`src/rtl/hand_bank_pkg.sv`:
```
// Shared card types, code constants and helpers for the hand_bank slice.
// The card encoding and 7-segment blank pattern live here so every file agrees on them.
package hand_bank_pkg;

  typedef logic [3:0] card_t;

  localparam card_t CARD_NONE = 4'd0;
  localparam card_t CARD_ACE  = 4'd1;
  localparam card_t CARD_J    = 4'd11;
  localparam card_t CARD_Q    = 4'd12;
  localparam card_t CARD_K    = 4'd13;

  localparam logic [6:0] SEG_BLANK = 7'b1111111;

  function automatic logic card_is_valid(input card_t c);
    return (c >= CARD_ACE) && (c <= CARD_K);
  endfunction

  // Baccarat value: pips count face value, tens and court cards count zero.
  function automatic logic [3:0] card_value(input card_t c);
    if ((c >= CARD_ACE) && (c <= 4'd9)) return c;
    else return 4'd0;
  endfunction

endpackage

```
`src/rtl/card7seg.sv`:
```
// Active-low gfedcba 7-segment decoder for one stored card.
module card7seg
  import hand_bank_pkg::*;
(
  input  card_t      card,
  output logic [6:0] seg7
);

  always_comb begin
    seg7 = SEG_BLANK;
    case (card)
      CARD_NONE: seg7 = SEG_BLANK;
      CARD_ACE:  seg7 = 7'b0001000;
      4'd2:      seg7 = 7'b0100100;
      4'd3:      seg7 = 7'b0110000;
      4'd4:      seg7 = 7'b0011001;
      4'd5:      seg7 = 7'b0010010;
      4'd6:      seg7 = 7'b0000010;
      4'd7:      seg7 = 7'b1111000;
      4'd8:      seg7 = 7'b0000000;
      4'd9:      seg7 = 7'b0010000;
      4'd10:     seg7 = 7'b1000000;
      CARD_J:    seg7 = 7'b1100001;
      CARD_Q:    seg7 = 7'b0011000;
      CARD_K:    seg7 = 7'b0001001;
      default:   seg7 = SEG_BLANK;
    endcase
  end

endmodule

```
`src/rtl/hand_bank.sv`:
```
// Bank of HANDS card hands with in-order append, incremental mod-10 scores
// and a sticky error flag for rejected loads.
module hand_bank
  import hand_bank_pkg::*;
#(
  parameter  int HANDS     = 2,
  parameter  int MAX_CARDS = 3,
  localparam int HW        = $clog2(HANDS),
  localparam int CW        = $clog2(MAX_CARDS + 1)
) (
  input  logic                         slow_clock,
  input  logic                         resetb,
  input  card_t                        new_card,
  input  logic                         load_valid,
  input  logic [HW-1:0]                load_hand,
  input  logic                         clear_valid,
  input  logic [HW-1:0]                clear_hand,
  output logic [HANDS*MAX_CARDS*4-1:0] cards_out,
  output logic [HANDS*MAX_CARDS*7-1:0] hex_out,
  output logic [HANDS*4-1:0]           score_out,
  output logic [HANDS*CW-1:0]          count_out,
  output logic [HANDS-1:0]             full_out,
  output logic [HANDS*4-1:0]           last_card_out,
  output logic                         err
);

  localparam logic [HW:0]   NUM_HANDS  = (HW + 1)'(HANDS);
  localparam logic [CW-1:0] FULL_COUNT = CW'(MAX_CARDS);

  card_t         cards [HANDS][MAX_CARDS];
  logic [CW-1:0] count [HANDS];
  logic [3:0]    score [HANDS];
  card_t         last_card [HANDS];
  logic [4:0]    score_sum [HANDS];
  logic [3:0]    next_score [HANDS];
  logic [HANDS-1:0] full;

  logic card_ok, hand_ok, target_full, load_hit_clear, load_accept, load_reject;

  // A load that collides with a clear of the same hand is silently dropped,
  // so it neither writes nor counts as a rejection.
  always_comb begin
    card_ok        = card_is_valid(new_card);
    hand_ok        = {1'b0, load_hand} < NUM_HANDS;
    target_full    = 1'b0;
    for (int h = 0; h < HANDS; h++) begin
      if (load_hand == HW'(h)) target_full = full[h];
    end
    load_hit_clear = clear_valid && (clear_hand == load_hand);
    load_accept    = load_valid && !load_hit_clear && card_ok && hand_ok && !target_full;
    load_reject    = load_valid && !load_hit_clear && !(card_ok && hand_ok && !target_full);
  end

  always_comb begin
    for (int h = 0; h < HANDS; h++) begin
      score_sum[h]  = {1'b0, score[h]} + {1'b0, card_value(new_card)};
      next_score[h] = (score_sum[h] >= 5'd10) ? 4'(score_sum[h] - 5'd10) : score_sum[h][3:0];
    end
  end

  always_ff @(posedge slow_clock) begin
    if (!resetb) begin
      for (int h = 0; h < HANDS; h++) begin
        count[h]     <= '0;
        score[h]     <= '0;
        last_card[h] <= CARD_NONE;
        for (int s = 0; s < MAX_CARDS; s++) cards[h][s] <= CARD_NONE;
      end
      err <= 1'b0;
    end else begin
      for (int h = 0; h < HANDS; h++) begin
        if (clear_valid && (clear_hand == HW'(h))) begin
          count[h]     <= '0;
          score[h]     <= '0;
          last_card[h] <= CARD_NONE;
          for (int s = 0; s < MAX_CARDS; s++) cards[h][s] <= CARD_NONE;
        end else if (load_accept && (load_hand == HW'(h))) begin
          // The count doubles as the append pointer into the slot array.
          for (int s = 0; s < MAX_CARDS; s++) begin
            if (count[h] == CW'(s)) cards[h][s] <= new_card;
          end
          count[h]     <= count[h] + CW'(1);
          score[h]     <= next_score[h];
          last_card[h] <= new_card;
        end
      end
      if (load_reject) err <= 1'b1;
    end
  end

  for (genvar gh = 0; gh < HANDS; gh++) begin : g_hand
    assign full[gh]                     = (count[gh] == FULL_COUNT);
    assign score_out[gh*4 +: 4]         = score[gh];
    assign count_out[gh*CW +: CW]       = count[gh];
    assign last_card_out[gh*4 +: 4]     = last_card[gh];
    for (genvar gs = 0; gs < MAX_CARDS; gs++) begin : g_slot
      assign cards_out[(gh*MAX_CARDS+gs)*4 +: 4] = cards[gh][gs];
      card7seg u_seg (
        .card (cards[gh][gs]),
        .seg7 (hex_out[(gh*MAX_CARDS+gs)*7 +: 7])
      );
    end
  end

  assign full_out = full;

endmodule

```
`config.mk`:
```
export PLATFORM = sky130hd
export DESIGN_NAME = hand_bank
export DESIGN_NICKNAME = d
export VERILOG_FILES = /design/src/rtl/hand_bank_pkg.sv /design/src/rtl/card7seg.sv /design/src/rtl/hand_bank.sv
export SDC_FILE = /design/constraint.sdc
export NUM_CORES = 1
export LEC_CHECK = 0
export ABC_CLOCK_PERIOD_IN_PS = 3780
export BUFFER_PORTS_ARGS = -buffer_cell sky130_fd_sc_hd__buf_2
export CAP_MARGIN = 10
export CORE_UTILIZATION = 56
export CTS_BUF_LIST = sky130_fd_sc_hd__clkbuf_4 sky130_fd_sc_hd__clkbuf_8
export CTS_CLUSTER_DIAMETER = 50
export DETAILED_ROUTE_END_ITERATION = 6
export PLACE_DENSITY_LB_ADDON = 0.1
export SLEW_MARGIN = 20
export SYNTH_ARGS = -nofsm -noshare
export SYNTH_HDL_FRONTEND = slang
export SYNTH_HIERARCHICAL = 1
export SYNTH_SLANG_ARGS = --single-unit
```
`constraint.sdc`:
```
create_clock -name slow_clock -period 3.78 [get_ports slow_clock]
set_clock_uncertainty 0.1 [all_clocks]
set_input_delay 0.756 -clock slow_clock [delete_from_list [all_inputs] [get_ports slow_clock]]
set_output_delay 0.756 -clock slow_clock [all_outputs]
set_load 0.02 [all_outputs]
```
# After elaboration in Yosys (flattened, before gate mapping)
# Memory sizes are Yosys's and may differ from the RTL's.
# Index checks and enable logic that the tools add are counted.
# word_totals
n_memories	10
word_cells	145
rom_bits	672
mem_bits_rw	44
latch_bits	0
regBits	1
# op_classes
eq_ne	7
mux	73
n_reduce_logical	17
n_shift	0
magnitude_cmp	5
n_addsub	6
multipliers	0
bitwise	26
div	0
# memory_table
memory	depth	width	rd	rd_clocked_by_memory_dff	write_ports	line	rtl
(name not given)	16	7	1	0	0	card7seg.sv:11	case (card)
(name not given)	16	7	1	0	0	card7seg.sv:11	
(name not given)	16	7	1	0	0	card7seg.sv:11	
(name not given)	16	7	1	0	0	card7seg.sv:11	
(name not given)	16	7	1	0	0	card7seg.sv:11	
(name not given)	16	7	1	0	0	card7seg.sv:11	
4 more memories	--	--	--	--	--	--	
# op_table
op	n
4-bit 2-to-1 mux	23
1-bit 2-to-1 mux	46
1-bit OR	24
1-bit logical AND	12
4-bit by 4-bit adder with 5-bit output	2
5-bit by 4-bit >= comparator with 1-bit output, second input constant	2
2-bit equality test, second input constant	4
4-bit less-or-equal comparator, second input constant	2
2-bit 2-to-1 mux	4
4-bit subtractor, second input constant	2
2-bit by 1-bit adder with 2-bit output, second input constant	2
2-bit by 1-bit equality test with 1-bit output, second input constant	2
4-bit by 1-bit >= comparator with 1-bit output, second input constant	1
2-bit logical NOT	2
1-bit logical NOT	3
1-bit NOT	2
1-bit equality test	1

# Logic depth before layout (Yosys ltp)
# Gate-level depths: netlist (run 1).
# depth
ltp_word	12
depth_mapped	12

# Cells and area by module
# Netlist (run 1), hierarchy kept.
# by_module_without_submodules
mod	cells_per_inst	n_inst	area_per_inst_um2	seq_area_each_um2
hand_bank	213	1	2493.6	1301.2
card7seg (g_hand[0].g_slot[0].u_seg ...)	34	5	281.5	0.0
card7seg (g_hand[0].g_slot[2].u_seg)	32	1	247.7	0.0

# Least setup slack after synthesis (run 1)
# No wires, ideal clock.
# synth_timing
path_kind	in2reg
start	input new_card[3]
end	memory score[0][3] (data pin)
cell_stages	11
path_buffers	1
arrival_ns	2.821
path_slack_ns	0.713
cell_sequence	clkbuf_1 > o21ai_0 > and2_1 > ha_1 > ha_1 > and2_1 > a211oi_1 > inv_1 > ha_1 > or3_1 > a21boi_1
# synth_lines
element	line	rtl
start: declaration	hand_bank.sv:13	input card_t new_card,
end: declaration	hand_bank.sv:32	logic [3:0] score [HANDS];

==> flow_metrics.env, run 1 <==
export IMPL_status="finished, final reports clean"
export IMPL_layout_common_cells="buf_2 (98), ha_1 (59), inv_1 (41)"
export IMPL_critPathMaxStageDelay_ns=0.37
export IMPL_worstHoldPathType="flip-flop to flip-flop"
export IMPL_p_leak_nw=2.22
export IMPL_cp_data_required_time_ns=3.85
export IMPL_tritoncts="done"
export IMPL_tightest_slew_ns=0.966
export IMPL_synth_edf_count=40
export IMPL_regArea_mm2=0.00130
export IMPL_worstPathCellList="buf_2, o21ai_0, and2_1, ha_1, ha_1, and2_1, a211oi_1, inv_1, ha_1, or3_1, a21boi_1"
export IMPL_report_final_slew_viol_count=0
export IMPL_netlist_area_mm2=0.00415
export IMPL_fp_row_count=31
export IMPL_viasPerCell=5.33
export IMPL_numCtsBuffers=5
export IMPL_worstHoldStart="err"
export IMPL_final_nets=569
export IMPL_clock_root_buffer="clkbuf_8"
export IMPL_setup_viol=0
export IMPL_first_pass_iters=4
export IMPL_synth_area_per_cell_um2=10.0
export IMPL_portBuffers=98
export IMPL_n_antenna_cell=0
export IMPL_seq_area_frac_synth_pct=31.4
export IMPL_startpoint_type="primary input"
export IMPL_cp_slowest_cell="or3_1"
export IMPL_fp_dieH_um=88.1
export IMPL_grt_overflow_total=0
export IMPL_core_region_area_mm2=0.00721
export IMPL_grt_max_degree=32
export IMPL_ant_nets=0
export IMPL_n_fill_cell=600
export IMPL_rr_startpoint="count[0][0]"
export IMPL_maxCapViolCount=0
export IMPL_worst_path_most_repeated_cell="ha_1"
export IMPL_pre_cts_ws_ns=0.490
export IMPL_post_cts_buffers=0
export IMPL_clockBufferDepth=2
export IMPL_drc_errors=0
export IMPL_synthFlopType="edfxtp_1"
export IMPL_drt_initial_drc_count=155
export IMPL_arrival_ns=3.04
export IMPL_vias=3198
export IMPL_cp_depth=11
export IMPL_wl_per_cell_um=13.3
export IMPL_clk_latency_ns=0.31
export IMPL_path_clk_slew_ns=0.09
export IMPL_cp_num_buf_inv=2
export IMPL_rrSetupSlack_ns=1.30
export IMPL_dpl_hpwl_um=5980
export IMPL_cp_top_family="simple AND/OR/NAND/NOR gates"
export IMPL_gp_congestion=0.884
export IMPL_antenna_found_initial=0
export IMPL_final_hold_viol_count=0
export IMPL_end_kind="flip-flop"
export IMPL_die_w_um=88.1
export IMPL_r2r_end="last_card[0][3]"
export IMPL_cts_resized=0
export IMPL_multi_input_area_mm2=0.00255
export IMPL_p_per_area_mw_per_mm2=293
export IMPL_synth_warnings=6
export IMPL_hold_buffers=0
export IMPL_clock_fmax_ghz=0.337
export IMPL_layout_commonest_cell="buf_2"
export IMPL_cts_htree_levels=2
export IMPL_async_reset_ff_share_pct=0
export IMPL_ys_seq_elements=45
export IMPL_r2r_cells=4
export IMPL_holdPathEnd="err"
export IMPL_slew_headroom_pct=35.3
export IMPL_grt_first_pass_wirelength_um=12200
export IMPL_grtUsageTotal_pct=20.2
export IMPL_dieArea_mm2=0.00776
export IMPL_min_period_ns=2.97
export IMPL_initial_core_util_pct=57.5
export IMPL_synthCells=415
export IMPL_hold_depth=1
export IMPL_ioPinCount=99
export IMPL_rsz0062_at_grt="no"
export IMPL_ys_types=50
export IMPL_cp_max_fo=17
export IMPL_drive_gt1_share_pct=28.5
export IMPL_path_class="primary input to flip-flop"
export IMPL_clock_sinks=45
export IMPL_ir_drop_v=0.000163
export IMPL_fin_tns_setup_ns=0
export IMPL_period_share_pct=78.6
export IMPL_wl_um=8010
export IMPL_area_growth_pct=13.7
export IMPL_grt_pass1_vias=2631
export IMPL_setup_ws_ns=0.810
export IMPL_syn_num_nets=484
==> layout make-up <==
cell class              instances  area share (%)
repair buffers                 99            10.6
clock inverters                 1           0.159
multi-input cells             308            54.0
inverters                      41            3.26
flip-flops and latches         45            27.6
well taps                      99            2.63
clock buffers                   7            1.78
==> stage by stage <==
| step | std cells | instance area, um2 | total power [mW] | util [%] | hold slack [ns] |
|---|---|---|---|---|---|
| after detailed placement | 591 | 4620 | 1.09 | 64.0 | 0.355 |
| after floorplan | 415 | 4150 | 0.963 | - | 0.493 |
| after global routing | 600 | 4720 | 1.46 | 65.4 | 0.405 |
| final | 600 | 4720 | 1.38 | 65.4 | 0.376 |
| after global placement | 591 | 4620 | 1.08 | 64.0 | 0.349 |
| after CTS | 599 | 4710 | 1.38 | 65.2 | 0.377 |
==> worst max path at each step <==
stage                              to         from
after floorplan           score[0][3]  new_card[3]
after global placement    score[0][3]  new_card[1]
after detailed placement  score[0][1]  new_card[1]
after CTS                 score[0][3]  new_card[1]
after global routing      score[0][2]  new_card[1]
final                     score[0][3]  new_card[1]
==> synth_stat cells (6+ instances only) <==
| master | count | area, um2 |
|---|---|---|
| nand3_1 | 11 | 55.1 |
| a21oi_1 | 10 | 50.1 |
| buf_2 | 8 | 40.0 |
| edfxtp_1 | 40 | 1200 |
| nor2b_1 | 6 | 37.5 |
| and2_1 | 16 | 100 |
| nand2b_1 | 9 | 56.3 |
| nor2_1 | 21 | 78.8 |
| mux2_2 | 11 | 124 |
| inv_1 | 41 | 154 |
| nor3b_1 | 7 | 52.6 |
| o21ai_0 | 15 | 75.1 |
| and3_1 | 20 | 125 |
| nand2_1 | 28 | 105 |
| mux2i_1 | 10 | 100 |
| a21o_1 | 9 | 67.6 |
| or2_2 | 6 | 37.5 |
| ha_1 | 59 | 738 |
| o31ai_1 | 11 | 82.6 |
| buf_6 | 7 | 78.8 |
==> layer usage <==
layer  routed length, um  global-route usage [%]  vias to the layer above
met5                   0                       0                        -
met4                  95                    6.16                        0
met3                 316                    3.58                        7
met2                3730                    34.2                       70
met1                3860                    26.5                     1488
li1                    -                       -                     1633
==> power breakdown <==
part	switching, mW	internal, mW
combinational	0.271	0.179
clock	0.163	0.145
sequential	0.0525	0.574
==> cells by family (layout without fill, tap and decap cells) <==
logic type      count (synthesis)  after routing  synth area share [%]
xor+xnor                        7              7                  1.66
simple gates                  138            138                  18.9
fa+ha+maj                      59             59                  17.8
buf+inv                        62            148                  7.27
flops                          45             45                  31.4
compound gates                 77             77                  14.1
mux                            27             27                  8.93
==> registers in the layout, indices dropped and copies added (netlist names) <==
| register | cells |
|---|---|
| count | 4 |
| cards | 24 |
| last_card | 8 |
| score | 8 |
| err | 1 |
(Power assumes the default switching activity.)
==> run 2: changes to the inputs <==
ABC_CLOCK_PERIOD_IN_PS = 2700   (was 3780)
CORE_UTILIZATION = 51   (was 56)
clock period = 2.7 ns   (was 3.78 ns; I/O delays follow)
==> run 2 against run 1 <==
Flip-flop and latch count stayed put. Largest cell class unchanged. Count of clock-buffer cells in the layout fell by 2. Die area increased by 9.6%. Combinational power increased by 54%. Core utilization is 1.4 points lower. Critical path depth down 6. Sequential power rose by 39%. Non-clock buffer count rose by 31. Final cell count is 5.7% higher. Register-to-register slack lost 0.97 ns.
==> flow_metrics.env, run 2 (same netlist as run 1, synthesis figures left out) <==
export IMPL_clk_latency_ns=0.29
export IMPL_grtUsageTotal_pct=19.9
export IMPL_path_clk_slew_ns=0.08
export IMPL_ir_drop_v=0.000203
export IMPL_p_leak_nw=2.39
export IMPL_rr_startpoint="score[0][1]"
export IMPL_clock_fmax_ghz=0.386
export IMPL_cts_htree_levels=2
export IMPL_worstHoldPathType="flip-flop to flip-flop"
export IMPL_clock_root_buffer="clkbuf_8"
export IMPL_top_register="cards"
export IMPL_final_cell_area_mm2=0.00499
export IMPL_timing_critical_path_from="cards[1][0]"
export IMPL_slew_headroom_pct=51.1
export IMPL_numCtsBuffers=5
export IMPL_status="finished, final reports clean"
export IMPL_viasPerCell=5.35
export IMPL_met1_usage_pct=29.5
export IMPL_report_final_slew_viol_count=0
export IMPL_area_growth_pct=20.4
export IMPL_setup_ws_ns=0.112
export IMPL_ioPinCount=99
export IMPL_end_kind="output port"
export IMPL_vias=3394
export IMPL_layout_common_cells="buf_2 (98), ha_1 (59), inv_1 (40), edfxtp_1 (40), buf_4 (31)"
export IMPL_setup_viol=0
export IMPL_use_met3_pct=2.07
export IMPL_crit_end="hex_out[39]"
export IMPL_antenna_found_initial=0
export IMPL_die_w_um=92.2
export IMPL_drc_errors=0
export IMPL_use_met2_pct=31.7
export IMPL_core_region_area_mm2=0.00781
export IMPL_arrival_ns=1.95
export IMPL_tightest_slew_ns=0.726
export IMPL_grt_max_degree=25
export IMPL_top_regs="cards: 24 flops, last_card: 8 flops, score: 8 flops"
export IMPL_fp_dieH_um=92.2
export IMPL_clockBufferDepth=2
export IMPL_dieArea_mm2=0.00850
export IMPL_drive_gt1_share_pct=32.9
export IMPL_largest_reg_flops=24
export IMPL_first_pass_iters=4
export IMPL_drt_initial_drc_count=138
export IMPL_rsz0062_at_grt="no"
export IMPL_power_mw=2.06
export IMPL_grt_first_pass_wirelength_um=13900
export IMPL_r2r_end="score[0][3]"
export IMPL_grt_overflow_total=0
export IMPL_dpl_cell_area_mm2=0.00481
export IMPL_maxCapViolCount=0
export IMPL_layout_commonest_cell="buf_2"
export IMPL_cp_max_fo=7
export IMPL_clock_sinks=45
export IMPL_dpl_hpwl_um=6490
export IMPL_tritoncts="done"
export IMPL_rrSetupSlack_ns=0.33
export IMPL_final_hold_viol_count=0
export IMPL_initial_core_util_pct=53.1
export IMPL_layoutNonFillerInstCount=634
export IMPL_path_class="flip-flop to output port"
export IMPL_grt_busiest_layer="met2"
export IMPL_r2r_cells=8
export IMPL_n_antenna_cell=0
export IMPL_cp_data_required_time_ns=2.06
export IMPL_hold_buffers=0
export IMPL_wl_per_cell_um=13.4
export IMPL_portBuffers=98
export IMPL_grt_pass1_vias=2914
export IMPL_pre_cts_ws_ns=-0.0990
export IMPL_ant_nets=0
export IMPL_startpoint_type="flip-flop"
export IMPL_whs_ns=0.365
export IMPL_gp_congestion=0.812
export IMPL_dp_cells=617
export IMPL_min_period_ns=2.59
export IMPL_fp_row_count=32
export IMPL_final_nets=600
export IMPL_period_share_pct=95.9
export IMPL_p_per_area_mw_per_mm2=413
export IMPL_wl_um=8490
[run 2: cell count changes in the layout (fill, tap and decap cells not counted), sizes merged]
cell | before | now
buf | 99 | 130
bufinv | 0 | 1
clkbuf | 7 | 5
clkinv | 0 | 1
[run 2: critical path, stage by stage, from the launching register on]
cell and delay [ns]:
edfxtp_1 0.51, inv_2 0.10, ha_1 0.34, inv_1 0.05, mux4_1 0.47, buf_2 0.17
[run 2: metal layers]
metal	wire (um)	part of all wire [%]	vias to the layer above
met5	0	0	-
met4	36	0.42	0
met3	233	2.7	4
met2	3930	46	75
met1	4290	50	1609
li1	-	-	1706
[run 2: worst min-delay path by stage]
stage,from,endpoint,cells after the start
floorplan,err,err,1
global placement,err,err,1
detailed placement,err,err,1
CTS,err,err,1
global route,err,err,1
finish,err,err,1
[run 2: repair_timing]
action / 4_1_cts / 5_1_grt
gates resized for setup: 0 / 1
endpoints found under the setup margin: 0 / 6
setup buffers: 0 / 9
[run 2: through the flow]
step	util (%)	TNS (ns)
2_1_floorplan	-	0
3_3_place_gp	61.6	0
3_5_place_dp	61.6	-0.363
4_1_cts	63.0	0
5_1_grt	64.0	0
6_report	64.0	0
[run 2: final cells by class]
cell class,count,area (um2)
clock buffer,5,68.8
clock inverter,3,41.3
fill,693,2810
inverter,41,154
multi-input combinational,308,2560
sequential,45,1300
tap,102,128
timing repair buffer,130,743
[run 2: power breakdown]
group	internal [mW]	leakage [nW]	switching [mW]
clock	0.273	0.0518	0.231
combinational	0.287	1.87	0.403
sequential	0.803	0.471	0.0648
